**config.mk**
```make
export PLATFORM = sky130hd
export DESIGN_NAME = bottle_print_dispatch
export DESIGN_NICKNAME = d
export VERILOG_FILES = /design/src/rtl/bottle_print_dispatch.sv
export SDC_FILE = /design/constraint.sdc
export NUM_CORES = 1
export LEC_CHECK = 0
export CORE_MARGIN = 10
export CORE_UTILIZATION = 48
export DETAILED_ROUTE_END_ITERATION = 12
export DONT_BUFFER_PORTS = 1
export GPL_ROUTABILITY_DRIVEN = 0
export PLACE_DENSITY = 0.72
export SETUP_SLACK_MARGIN = 0.4
export SLEW_MARGIN = 20
export SYNTH_ARGS = -nofsm -noshare
export SYNTH_HDL_FRONTEND = slang
export SYNTH_SLANG_ARGS = --single-unit
export TNS_END_PERCENT = 30
```
**constraint.sdc**
```tcl
create_clock -name clk_100 -period 8 [get_ports clk_100]
set_input_delay 2.4 -clock clk_100 [delete_from_list [all_inputs] [get_ports clk_100]]
set_output_delay 2.4 -clock clk_100 [all_outputs]
set_load 0.01 [all_outputs]
```
**src/rtl/bottle_print_dispatch.sv**
```systemverilog
// bottle_print_dispatch: sends each accepted bottle trigger to one of NUM_ROADS
// print roads. Each road gets C consecutive bottles before the road pointer
// advances in forward-wrap or ping-pong order. The block also drives a
// fixed-width one-hot print strobe, counts bottles and keeps a sticky overrun flag.
module bottle_print_dispatch #(
  parameter int NUM_ROADS = 8,
  parameter int PULSE_W   = 20,
  parameter int CNT_W     = 16
) (
  input  logic                 clk_100,
  input  logic                 nRST,
  input  logic                 dianyan_en,
  input  logic                 b_p_clr,
  input  logic                 valid_edge_f1,
  input  logic [7:0]           b_p_road_num,
  input  logic [7:0]           b_p_cycle_num,
  input  logic                 b_p_mode,
  output logic [NUM_ROADS-1:0] print_pulse,
  output logic [7:0]           print_road,
  output logic                 print_busy,
  output logic [CNT_W-1:0]     bottle_cnt,
  output logic                 overrun
);

  localparam logic [7:0]  MAX_ROADS  = 8'(NUM_ROADS);
  localparam logic [15:0] LAST_WIDTH = 16'(PULSE_W - 1);

  typedef enum logic {
    ST_IDLE,
    ST_PULSE
  } state_t;

  state_t state, state_nxt;

  logic                 valid_d;
  logic                 rise;
  logic                 accept;

  logic [15:0]          width_cnt, width_cnt_nxt;
  logic [7:0]           road_ptr, road_ptr_nxt;
  logic [7:0]           cycle_cnt, cycle_cnt_nxt;
  logic                 dir_up, dir_up_nxt;

  logic [NUM_ROADS-1:0] print_pulse_nxt;
  logic [7:0]           print_road_nxt;
  logic [CNT_W-1:0]     bottle_cnt_nxt;
  logic                 overrun_nxt;

  logic [7:0]           n_eff;
  logic [7:0]           c_eff;
  logic [7:0]           sel_road;
  logic [7:0]           sel_cycle;
  logic                 sel_dir_up;
  logic [8:0]           cycle_inc;
  logic [7:0]           adv_road;
  logic                 adv_dir_up;

  assign rise       = valid_edge_f1 & ~valid_d;
  assign accept     = rise & dianyan_en & ~b_p_clr;
  assign print_busy = |print_pulse;

  // Clamp the run-time road and cycle counts into their usable ranges
  always_comb begin
    n_eff = b_p_road_num;
    if (b_p_road_num == 8'd0) begin
      n_eff = 8'd1;
    end else if (b_p_road_num > MAX_ROADS) begin
      n_eff = MAX_ROADS;
    end
    c_eff = (b_p_cycle_num == 8'd0) ? 8'd1 : b_p_cycle_num;
  end

  // Pick the road for a dispatch now; a pointer stranded outside a shrunken range restarts at road 0 going up
  always_comb begin
    sel_road   = road_ptr;
    sel_cycle  = cycle_cnt;
    sel_dir_up = dir_up;
    if (road_ptr >= n_eff) begin
      sel_road   = 8'd0;
      sel_cycle  = 8'd0;
      sel_dir_up = 1'b1;
    end
    cycle_inc = {1'b0, sel_cycle} + 9'd1;
  end

  // Work out which road follows the selected one in the current mode
  always_comb begin
    adv_road   = sel_road;
    adv_dir_up = sel_dir_up;
    if (!b_p_mode) begin
      adv_road = (sel_road == n_eff - 8'd1) ? 8'd0 : sel_road + 8'd1;
    end else if (n_eff == 8'd1) begin
      adv_road = 8'd0;
    end else if (sel_dir_up) begin
      if (sel_road == n_eff - 8'd1) begin
        adv_dir_up = 1'b0;
        adv_road   = n_eff - 8'd2;
      end else begin
        adv_road = sel_road + 8'd1;
      end
    end else begin
      if (sel_road == 8'd0) begin
        adv_dir_up = 1'b1;
        adv_road   = 8'd1;
      end else begin
        adv_road = sel_road - 8'd1;
      end
    end
  end

  // Next-state logic: clear wins over everything, otherwise dispatch from idle or time the running pulse
  always_comb begin
    state_nxt       = state;
    width_cnt_nxt   = width_cnt;
    road_ptr_nxt    = road_ptr;
    cycle_cnt_nxt   = cycle_cnt;
    dir_up_nxt      = dir_up;
    print_pulse_nxt = print_pulse;
    print_road_nxt  = print_road;
    bottle_cnt_nxt  = bottle_cnt;
    overrun_nxt     = overrun;

    if (b_p_clr) begin
      state_nxt       = ST_IDLE;
      width_cnt_nxt   = 16'd0;
      road_ptr_nxt    = 8'd0;
      cycle_cnt_nxt   = 8'd0;
      dir_up_nxt      = 1'b1;
      print_pulse_nxt = '0;
      bottle_cnt_nxt  = '0;
      overrun_nxt     = 1'b0;
    end else begin
      case (state)
        ST_IDLE: begin
          if (accept) begin
            state_nxt       = ST_PULSE;
            width_cnt_nxt   = 16'd0;
            print_pulse_nxt = NUM_ROADS'(1) << sel_road;
            print_road_nxt  = sel_road;
            bottle_cnt_nxt  = bottle_cnt + CNT_W'(1);
            if (cycle_inc < {1'b0, c_eff}) begin
              cycle_cnt_nxt = cycle_inc[7:0];
              road_ptr_nxt  = sel_road;
              dir_up_nxt    = sel_dir_up;
            end else begin
              cycle_cnt_nxt = 8'd0;
              road_ptr_nxt  = adv_road;
              dir_up_nxt    = adv_dir_up;
            end
          end
        end
        ST_PULSE: begin
          if (width_cnt == LAST_WIDTH) begin
            state_nxt       = ST_IDLE;
            width_cnt_nxt   = 16'd0;
            print_pulse_nxt = '0;
          end else begin
            width_cnt_nxt = width_cnt + 16'd1;
          end
          if (accept) begin
            overrun_nxt = 1'b1;
          end
        end
        default: begin
          state_nxt       = ST_IDLE;
          print_pulse_nxt = '0;
        end
      endcase
    end
  end

  // State register with synchronous active-low reset; the trigger sample updates every cycle
  always_ff @(posedge clk_100) begin
    if (!nRST) begin
      state       <= ST_IDLE;
      valid_d     <= 1'b0;
      width_cnt   <= 16'd0;
      road_ptr    <= 8'd0;
      cycle_cnt   <= 8'd0;
      dir_up      <= 1'b1;
      print_pulse <= '0;
      print_road  <= 8'd0;
      bottle_cnt  <= '0;
      overrun     <= 1'b0;
    end else begin
      state       <= state_nxt;
      valid_d     <= valid_edge_f1;
      width_cnt   <= width_cnt_nxt;
      road_ptr    <= road_ptr_nxt;
      cycle_cnt   <= cycle_cnt_nxt;
      dir_up      <= dir_up_nxt;
      print_pulse <= print_pulse_nxt;
      print_road  <= print_road_nxt;
      bottle_cnt  <= bottle_cnt_nxt;
      overrun     <= overrun_nxt;
    end
  end

endmodule

```
### Yosys cells after proc, flatten, opt, wreduce, memory -nomap -nowiden

Index checks and enable logic that the tools add are counted.

| word-level totals | value |
|---|---|
| register bits after elaboration | 68 |
| input bits | 22 |
| output and inout bits | 34 |
| logic and storage cells | 71 |

| cells by class | value |
|---|---|
| add/subtract/negate cells | 7 |
| order comparisons | 3 |
| eq/ne operators | 5 |
| shifts and indexed selects | 1 |
| multiplexer cells | 29 |
| bitwise gates (word level) | 7 |
| reduce and logical (&&, ||, !) cells | 9 |

Operators with widths:

| operator | number |
|---|---|
| 2-to-1 mux 8 bit | 15 |
| adder 16 x 1 -> 16 bit (second input constant) | 2 |
| 2-to-1 mux 16 bit | 2 |
| one-hot mux 16 bit (2 select lines) | 1 |
| zero test 8 bit | 3 |
| equality test 16 x 5 -> 1 bit (second input constant) | 1 |
| one-hot mux 8 bit (2 select lines) | 1 |
| subtractor 8 x 1 -> 8 bit (second input constant) | 2 |
| adder 8 x 1 -> 9 bit (second input constant) | 1 |
| < comparator 9 x 8 -> 1 bit | 1 |
| 2-to-1 mux 1 bit | 9 |
| adder 8 x 1 -> 8 bit (second input constant) | 1 |
| equality test 8 x 1 -> 1 bit (second input constant) | 1 |
| equality test 8 bit | 1 |
| >= comparator 8 bit | 1 |
| greater-than comparator 8 x 4 -> 1 bit (second input constant) | 1 |
| OR reduction 8 bit | 1 |
| left shift 1 x 8 -> 8 bit (first input constant) | 1 |
| subtractor 8 x 2 -> 8 bit (second input constant) | 1 |
| AND reduction 2 bit | 3 |
| inverter 1 bit | 4 |
| bitwise AND 1 bit | 3 |
| AND reduction 3 bit | 1 |
| inequality test 2 x 1 -> 1 bit (second input constant) | 1 |
| other kinds (3) | 3 |

### Depth between registers and ports, before layout

Gate-level depths: netlist (run 1).

| logic depth | value |
|---|---|
| word-level depth | 11 |
| depth in mapped cells | 25 |
| mapped depth without buffers | 22 |

### Worst setup path after synthesis (run 1)

Ideal clock, no wire load.

| timing path | value |
|---|---|
| path type | input port to flip-flop |
| from | input b_p_road_num[4] |
| to | register road_ptr[6] |
| setup time | 0.127 ns |
| arrival time | 7.181 ns |
| data required time | 7.873 ns |
| slack | 0.692 ns |
| stages | 24 |
| buffers on the path | 2 |
| cell sequence | or4_4 -> buf_6 -> nor2_2 -> nand2_1 -> ha_1 -> or4_1 -> a21oi_2 -> or3_1 -> buf_6 -> and3_1 -> ha_1 -> and3_1 -> nand3_1 -> xor2_1 -> nor2_1 -> ha_1 -> nand4_1 -> nor2_1 -> a2111oi_0 -> o211a_1 -> nor3_1 -> o21ai_0 -> nor3_1 -> or3_1 |

| between the ends | value |
|---|---|
| cells in the longest elaborated chain, start to end | 11 |
| elaborated cells between the ends (all ways) | 24 |
| classes of those cells | add/sub: 5; order compare: 3; eq/ne: 2; mux: 12; reduce/logical: 2 |

Ends and longest elaborated chain:

| element | RTL line | text |
|---|---|---|
| start: declaration | 15 | `input logic [7:0] b_p_road_num,` |
| greater-than comparator 8 x 4 -> 1 bit | 67 | `end else if (b_p_road_num > MAX_ROADS) begin` |
| 2-to-1 mux 8 bit | 67 |  |
| 2-to-1 mux 8 bit (*) | 65 | `if (b_p_road_num == 8'd0) begin` |
| parallel branches: the longest is 7 deep, another holds adder 8 x 1 -> 9 bit | -- |  |
| 2-to-1 mux 8 bit (*) | 141 | `if (cycle_inc < {1'b0, c_eff}) begin` |
| end signal: assignment | 189 | `road_ptr <= road_ptr_nxt;` |
| end: declaration | 40 | `logic [7:0] road_ptr, road_ptr_nxt;` |

Every way passes the cells marked *.
A chain may end at the register's enable or synchronous reset.

### Worst setup path in the final report (run 1)

Ends and elaborated chain as after synthesis.

==> impl_metrics.tcl, run 1 <==
set metrics [dict create \
    ir_drop_mv 0.0879 \
    grt_pass1_wl_um 19500 \
    grt_pass1_vias 4082 \
    layout-drive-gt1-share_pct 8.10 \
    numPortBuffers 0 \
    drtIter0Drc 305 \
    stdcell_area_um2 4700 \
    clockPowerShare_pct 46.3 \
    synth.most_common_cell "dfxtp_1" \
    synth-xor-area-share_pct 6.40 \
    path_max_fanout 8 \
    dp_cells 661 \
    crit_type "in2reg" \
    wire_per_inst_um 17.2 \
    yosys.area_share.simple_pct 29.2 \
    powerDensity_nw_per_um2 146 \
    slew_headroom_pct 40.3 \
    synth_top_family_by_area "simple AND/OR/NAND/NOR gates" \
    ys_top_cells_by_area "dfxtp_1, ha_1, nand2_1" \
    power_switching_uw 160 \
    grt_usage_pct 17.5 \
    dr.pass1.iters 5 \
    num_vias 4150 \
    pre_cts_ws_ps 179 \
    io_pins 56 \
    synth_compound_area_share_pct 20.8 \
    antenna_found_initial 0 \
    clock_skew_ps 10.1 \
    place_area_um2 4460 \
    outcome "completed" \
    crit_path_end_kind "flop" \
    start_util_pct 48.7 \
    die-width_um 116 \
    min_period_ps 7140 \
    clk_latency_ps 350 \
    finalSetupViolations 0 \
    clkSinkCount 68 \
    p_total_uw 686 \
    cts_buffers 9 \
    cts.path.max_buffers 2 \
    drv_slew 0 \
    synth-seq-cells 68 \
    intPower_uw 525 \
    num_rows 35 \
    core-area_um2 9150 \
    ys.flop_type "dfxtp_1" \
    hold_buffers 0 \
    setup_tns_ps 0 \
    die_area_um2 13500 \
    syn-cell-area_um2 4460 \
    yosysTopAreaCellShare_pct 30.5 \
    avgSynthCellArea_um2 7.78 \
    setup_slack_ps 861 \
    required_ps 8230 \
    synth.distinct_cells 69 \
    switching_share_pct 23.4 \
    cap_violations 0 \
    drc 0 \
    reg2reg_slack_ps 3030 \
    synth-async-reset-ratio_pct 0 \
    critPathLaunchType "input port" \
    die_y_um 116 \
    antenna_left 0 \
    drt_wl_total_um 11700 \
    worstHoldPathType "reg2reg" \
    ys_warn_count 0 \
    path_clk_slew_ps 80 \
    syn2layout_area_growth_pct 5.44 \
    cts_tree "built" \
    grt_max_degree 38 \
    leakage_nw 1.76 \
    synth.area.mux_share_pct 0 \
    vias_per_cell 6.11 \
    maxClockFrequency_mhz 140 \
    dp_hpwl_um 8720 \
    fin_nets 610 \
    rsz0062_at_grt "no" \
    fin_crit_sh_pct 89.2 \
    instances_no_fill 679 \
    synth_area_leader_cell "dfxtp_1" \
    comb_power_share_pct 4.2 \
    diodes 0 \
    finalHoldViolCount 0 \
    h-tree-depth 3 \
    tightest_slew_ps 883 \
    synth_cells 573 \
    cp_data_arrival_time_ps 7370 \
    cts_root_buf "clkbuf_8" \
    grt-ovfl-total 0 \
    synth_common_cells "dfxtp_1, nand2_1, nor2_1" \
    p_seq_share_pct 49.6 \
    synthAdderAreaFrac_pct 7.01 \
    yosysSeqAreaShare_pct 30.5 \
    synth_edf_count 0 \
]
-- power groups by stage --
stage | clock (mW) | combinational [mW] | sequential [mW]
finish | 0.317 | 0.0286 | 0.340
floorplan | 0 | 0.0243 | 0.347
global route | 0.338 | 0.0321 | 0.340
global placement | 0 | 0.0268 | 0.348
CTS | 0.326 | 0.0280 | 0.340
detailed placement | 0 | 0.0279 | 0.348
-- worst max-delay path: stages --
cell and delay (ps):
or4_4 600, nor2_1 190, inv_1 100, ha_1 290, o211a_1 210, a211oi_1 420, or3_1 220, and3_1 190
ha_1 190, and3_1 230, nand3_1 100, xor2_1 150, nor2_1 140, ha_1 270, nand4_1 110, nor2_1 60
a2111oi_2 420, o211a_2 330, nor3_1 100, o21ai_0 190, nor3_1 100, or3_1 370
-- per-layer routing --
layer	vias up	track usage (%)	part of all wire, %
met2	157	29.3	48
met1	1922	20.2	42
met4	0	8.34	3.3
met3	40	4.98	7.3
met5	-	0	0
li1	2031	-	-
-- sequential cells by signal (all words and copies together) (netlist names) --
name         count
overrun          1
state            1
cycle_cnt        8
valid_d          1
print_road       8
road_ptr         8
dir_up           1
print_pulse      8
bottle_cnt      16
width_cnt       16
-- worst paths after layout --
path | from | to | depth (start not counted)
max reg2reg | road_ptr[0] | road_ptr[6] | 20
min | cycle_cnt[1] | cycle_cnt[1] | 2
max | b_p_road_num[4] | road_ptr[6] | 22
min reg2reg | cycle_cnt[1] | cycle_cnt[1] | 2
-- timing repair --
action	CTS	global route
setup endpoints to repair	0	6
buffers inserted	0	2
resized for setup	0	3
-- cells by family (layout without fill, tap and decap cells) --
group	count (synthesis)	in the layout
adder cells (fa/ha/maj)	25	25
other	1	4
flip-flops	68	68
AO/OA/AOI/OAI	136	136
buffers and inverters	50	42
AND/OR/NAND/NOR	262	262
XOR/XNOR	31	31
-- placed cells by master (no fill, tap or decap), types with 16 or more instances in the layout --
| cell type | instances |
|---|---|
| nand3_1 | 36 |
| o21ai_0 | 36 |
| a21oi_1 | 34 |
| xor2_1 | 18 |
| ha_1 | 25 |
| nand2_1 | 67 |
| nor4_1 | 16 |
| nor2_1 | 67 |
| inv_1 | 19 |
| dfxtp_1 | 68 |
-- final cells by class --
| class | count | area (µm²) |
|---|---|---|
| Fill cell | 877 | 4450 |
| Multi-Input combinational cell | 458 | 2860 |
| Sequential cell | 68 | 1360 |
| Tap cell | 111 | 139 |
| Clock buffer | 9 | 124 |
| Clock inverter | 7 | 98.8 |
| Inverter | 19 | 71.3 |
| Timing Repair Buffer | 7 | 52.6 |
-- metrics by stage --
stage,hold slack [ps],util (%)
floorplan,436,-
global placement,451,48.7
detailed placement,454,48.7
CTS,464,51.1
global route,505,51.4
finish,466,51.4
Note: power is estimated with default switching activity, not from simulation.
==> run 2: changes to the inputs <==
--- a/config.mk
+++ b/config.mk
@@ -7,4 +7,5 @@
 export LEC_CHECK = 0
-export CORE_MARGIN = 10
+export CORE_MARGIN = 2
 export CORE_UTILIZATION = 48
+export CTS_CLUSTER_DIAMETER = 40
 export DETAILED_ROUTE_END_ITERATION = 12
--- a/constraint.sdc
+++ b/constraint.sdc
@@ -3,2 +3,2 @@
 set_output_delay 2.4 -clock clk_100 [all_outputs]
-set_load 0.01 [all_outputs]
+set_load 0.005 [all_outputs]
==> run 2 against run 1 <==
Against the previous run: clock skew is 3.5 ps higher; cell count is 0.29% higher; register-to-register slack better by 60 ps; count of clock-buffer cells in the layout stayed put; global-route usage is 4.9 points higher; combinational power hardly changed; power is 2.7% lower; clock power is 6% lower; flip-flop and latch count stayed put; worst hold slack better by 11 ps.
==> impl_metrics.tcl, run 2 (synthesized netlist as in run 1, its figures left out) <==
set metrics [dict create \
    cap_violations 0 \
    cts_root_buf "clkbuf_8" \
    reg2reg_slack_ps 3090 \
    antenna_left 0 \
    dr.pass1.iters 6 \
    io_pins 56 \
    fin_crit_sh_pct 89.7 \
    stdcell_area_um2 4700 \
    crit_top_cell "ha_1" \
    drt_wl_total_um 11200 \
    setup_slack_ps 823 \
    reg.largest.list "bottle_cnt: 16 flops, width_cnt: 16 flops" \
    antenna_found_initial 0 \
    hold_buffers 0 \
    crit_path_end_kind "flop" \
    reg2reg_depth 20 \
    core-area_um2 9110 \
    path_max_fanout 8 \
    fin_util_pct 51.6 \
    crit_type "in2reg" \
    path_clk_slew_ps 90 \
    fin_nets 612 \
    dp_hpwl_um 8130 \
    clock_skew_ps 13.6 \
    cp_slowest_cell "or4_4" \
    vias_per_cell 6.14 \
    die-width_um 100 \
    diodes 0 \
    outcome "completed" \
    setup_tns_ps 0 \
    start_util_pct 49.0 \
    grt_usage_pct 22.4 \
    max_stage_delay_ps 600 \
    ir_drop_mv 0.113 \
    die_area_um2 10100 \
    hold_depth 2 \
    place_area_um2 4460 \
    slew_headroom_pct 46.5 \
    drc 0 \
    maxClockFrequency_mhz 139 \
    finalHoldViolCount 0 \
    grt_max_degree 31 \
    powerDensity_nw_per_um2 142 \
    final_cell_mix "dfxtp_1, nor2_1, nand2_1" \
    num_vias 4183 \
    numPortBuffers 0 \
    num_rows 35 \
    finalSetupViolations 0 \
    clkSinkCount 68 \
    grt_pass1_wl_um 18400 \
    cts.path.max_buffers 2 \
    drtIter0Drc 252 \
    wire_per_inst_um 16.4 \
    die_y_um 100 \
    crit_chain "or4_4 > nor2_2 > nand2_1 > ha_1 > or4_1 > a21oi_2 > or3_1 > and3_1 > ha_1 > and3_1 > nand3_1 > xor2_1 > nor2_1 > ha_1 > nand4_1 > nor2_1 > a2111oi_2 > o211a_2 > nor3_1 > o21ai_0 > nor4_1 > or3_1" \
    drv_slew 0 \
    pre_cts_ws_ps 182 \
    cts_tree "built" \
    h-tree-depth 3 \
    instances_no_fill 681 \
    worstHoldPathType "reg2reg" \
    dp_cells 662 \
    layout-drive-gt1-share_pct 8.42 \
    min_to "cycle_cnt[1]" \
    required_ps 8250 \
    final_common_cell "dfxtp_1" \
    cts_buffers 9 \
    clk_latency_ps 350 \
    worst_r2r_startpoint "road_ptr[0]" \
    critPathLaunchType "input port" \
    hp-start "cycle_cnt[1]" \
    rsz0062_at_grt "no" \
    syn2layout_area_growth_pct 5.44 \
    grt_pass1_vias 3849 \
    r2r_end "road_ptr[6]" \
    leakage_nw 1.76 \
    grt-ovfl-total 0 \
    cp_data_arrival_time_ps 7430 \
    tightest_slew_ps 792 \
    min_period_ps 7180 \
]
==> run 2: cell count changes in the layout (fill, tap and decap cells not counted) <==
| cell | previous run | this run |
|---|---|---|
| a211oi_1 | 3 | 2 |
| clkinv_2 | 1 | 0 |
| nand2b_2 | 1 | 0 |
| a211oi_2 | 0 | 1 |
| inv_6 | 2 | 4 |
| bufinv_16 | 2 | 1 |
| nand2b_1 | 5 | 6 |
| buf_4 | 7 | 9 |
==> run 2: per-stage QoR <==
stage,hold WS [ps],power [mW]
final,477,0.667
after global routing,512,0.691
after CTS,476,0.673
after detailed placement,465,0.376
after global placement,453,0.374
after floorplan,436,0.371
==> run 2: worst max path at each step <==
stage,from,endpoint
after detailed placement,b_p_road_num[4],road_ptr[6]
after CTS,b_p_road_num[4],road_ptr[6]
after floorplan,b_p_road_num[4],road_ptr[6]
after global routing,b_p_road_num[4],road_ptr[6]
after global placement,b_p_road_num[4],road_ptr[6]
final,b_p_road_num[4],road_ptr[6]
==> run 2: metal layers <==
layer	vias to the layer above	track usage [%]	share of wire [%]
met3	28	5.01	7.5
li1	2031	-	-
met4	0	7.17	2.1
met5	-	0	0
met2	182	36.4	48
met1	1942	29.6	43
==> run 2: area by class of cell <==
type	count	area [µm²]
Inverter	19	71.3
Timing Repair Buffer	9	67.6
Multi-Input combinational cell	458	2860
Clock inverter	7	81.3
Tap cell	111	139
Sequential cell	68	1360
Fill cell	902	4410
Clock buffer	9	124
==> run 2: repair_timing <==
action | 4_1_cts | 5_1_grt
buffers inserted | 0 | 3
endpoints found under the hold margin | 0 | 0
setup endpoints to repair | 0 | 12
resized for setup | 0 | 4
==> run 2: worst max-delay path: cells and delay by family <==
kind	cells	cell delay (ps)
AO/OA/AOI/OAI	4	1140
XOR/XNOR	1	150
adder cells (fa/ha/maj)	3	680
AND/OR/NAND/NOR	14	3040
==> run 2: power by group <==
part,internal [mW],switching (mW),total (mW)
sequential,0.339,0.000725,0.340
combinational,0.00915,0.0195,0.0286
clock,0.149,0.150,0.299
==> run 3: changes to the inputs <==
CORE_UTILIZATION = 55   (was 48)
CTS_CLUSTER_DIAMETER = 30   (was 40)
DONT_BUFFER_PORTS = unset   (was 1)
PLACE_DENSITY = 0.88   (was 0.72)
==> run 3 against run 2 <==
Against the previous run: clock skew shrank 5.6 ps; sequential share of layout area down 3.2 points; clock power up 4%; register-to-register slack better by 170 ps; first-iteration DRC count is 67% higher; cell count rose by 7.0%; worst hold slack better by 2.9 ps; global-route usage up 5.4 points; largest cell class unchanged; largest power group unchanged.
==> impl_metrics.tcl, run 3 (synthesized netlist as in run 1, its figures left out) <==
set metrics [dict create \
    clk_latency_ps 350 \
    layout-drive-gt1-share_pct 8.61 \
    whs_ps 480 \
    final_common_cell "dfxtp_1" \
    num_vias 4553 \
    diodes 0 \
    clkSinkCount 68 \
    fin_util_pct 67.6 \
    grt_pass1_vias 4412 \
    syn2layout_area_growth_pct 18.4 \
    powerDensity_nw_per_um2 131 \
    die_area_um2 8840 \
    antenna_found_initial 0 \
    cts_buffers 9 \
    die_y_um 94.0 \
    reg2reg_depth 21 \
    critPathLaunchType "input port" \
    path_max_fanout 10 \
    num_rows 32 \
    fin_nets 669 \
    drv_slew 0 \
    cts.path.max_buffers 2 \
    reg.largest.list "bottle_cnt: 16 flops, width_cnt: 16 flops" \
    outcome "completed" \
    crit_type "in2reg" \
    cp_data_arrival_time_ps 7550 \
    drtIter0Drc 421 \
    dp_hpwl_um 8570 \
    start_util_pct 57.1 \
    numPortBuffers 55 \
    ir_drop_mv 0.106 \
    antenna_left 0 \
    dr.pass1.iters 5 \
    maxClockFrequency_mhz 137 \
    grt_max_degree 38 \
    core-area_um2 7810 \
    min_period_ps 7290 \
    leakage_nw 1.97 \
    cap_violations 0 \
    fin_crit_sh_pct 91.1 \
    required_ps 8260 \
    final_cell_mix "dfxtp_1, nand2_1, nor2_1" \
    h-tree-depth 3 \
    setup_tns_ps 0 \
    finalHoldViolCount 0 \
    drt_wl_total_um 12000 \
    cts_tree "built" \
    hp-start "print_road[7]" \
    hold_depth 2 \
    worstHoldPathType "reg2reg" \
    grt_pass1_wl_um 19800 \
    grt_usage_pct 27.9 \
    wire_per_inst_um 16.5 \
    path_clk_slew_ps 70 \
    min_to "print_road[7]" \
    io_pins 56 \
    grt-ovfl-total 0 \
    finalSetupViolations 0 \
    worst_r2r_startpoint "road_ptr[0]" \
    slew_headroom_pct 45.0 \
    vias_per_cell 6.25 \
    p_total_uw 694 \
    drc 0 \
    die-width_um 94.0 \
    clock_skew_ps 8.02 \
    rsz0062_at_grt "no" \
    reg2reg_slack_ps 3260 \
    tightest_slew_ps 824 \
    cts_root_buf "clkbuf_8" \
    crit_path_end_kind "flop" \
    stdcell_area_um2 5280 \
    place_area_um2 5010 \
    r2r_end "road_ptr[5]" \
]
==> run 3: cell count changes in the layout (fill, tap and decap cells not counted), moves of 2 or more <==
cell	previous run	this run
clkinv_2	0	3
inv_6	4	0
clkdlybuf4s50_1	0	55
nor2_2	1	3
nor2_1	67	65
buf_4	9	11
==> run 3: area by class of cell <==
| cell class | instances | area, µm² |
|---|---|---|
| clock buffer | 9 | 124 |
| multi-input combinational | 458 | 2870 |
| inverter | 19 | 71.3 |
| clock inverter | 7 | 91.3 |
| sequential | 68 | 1360 |
| fill | 636 | 2530 |
| timing repair buffer | 66 | 633 |
| tap | 102 | 128 |
==> run 3: stage by stage <==
stage          cells  setup WS (ps)
2_1_floorplan    576            692
3_3_place_gp     709            169
3_5_place_dp     709          -15.6
4_1_cts          725            412
5_1_grt          729            393
6_report         729            713
==> run 3: worst max-delay path by stage <==
stage                          from          end  slack, ps  depth (start not counted)
floorplan           b_p_road_num[4]  road_ptr[6]        690                         24
global placement    b_p_road_num[4]  road_ptr[6]        170                         23
detailed placement  b_p_road_num[4]  road_ptr[6]        -20                         23
CTS                 b_p_road_num[4]  road_ptr[6]        410                         23
global route        b_p_road_num[6]  road_ptr[5]        390                         24
finish              b_p_road_num[6]  road_ptr[5]        710                         24
==> run 3: worst max-delay path: stages <==
cell and delay [ps]:
clkdlybuf4s50_1 410, or4_4 580, buf_4 180, nor3b_4 330, ha_1 290, nand2b_1 190, a21oi_2 200, or3_1 160
and3_1 180, ha_1 180, and3_1 220, nand3_1 110, xor2_1 140, nor2_1 80, ha_1 310, nand4_1 140
nor2_2 160, o31ai_1 90, o211a_1 160, buf_4 170, or4_4 500, a2111oi_4 190, a21oi_1 80, o31ai_1 90
==> run 3: where the power goes <==
part	switching (mW)	total, mW	internal [mW]
Sequential	0.000714	0.340	0.339
Combinational	0.0247	0.0434	0.0187
Clock	0.137	0.311	0.174
Total	0.162	0.694	0.532
==> run 3: timing repair <==
item                       in CTS  in global routing
gates cloned                    0                  0
hold buffers                    0                  0
buffers inserted                0                  4
resized for setup               1                  7
hold endpoints to repair        0                  0
setup endpoints to repair       2                 16
pin swaps                       0                  2
==> run 3: per-layer routing <==
metal	wire length (µm)	track usage, %	vias to the layer above
met5	0	0	-
met1	4790	33.3	2135
met4	388	13.9	0
met2	5900	47.2	230
met3	928	5.86	42
li1	-	-	2146
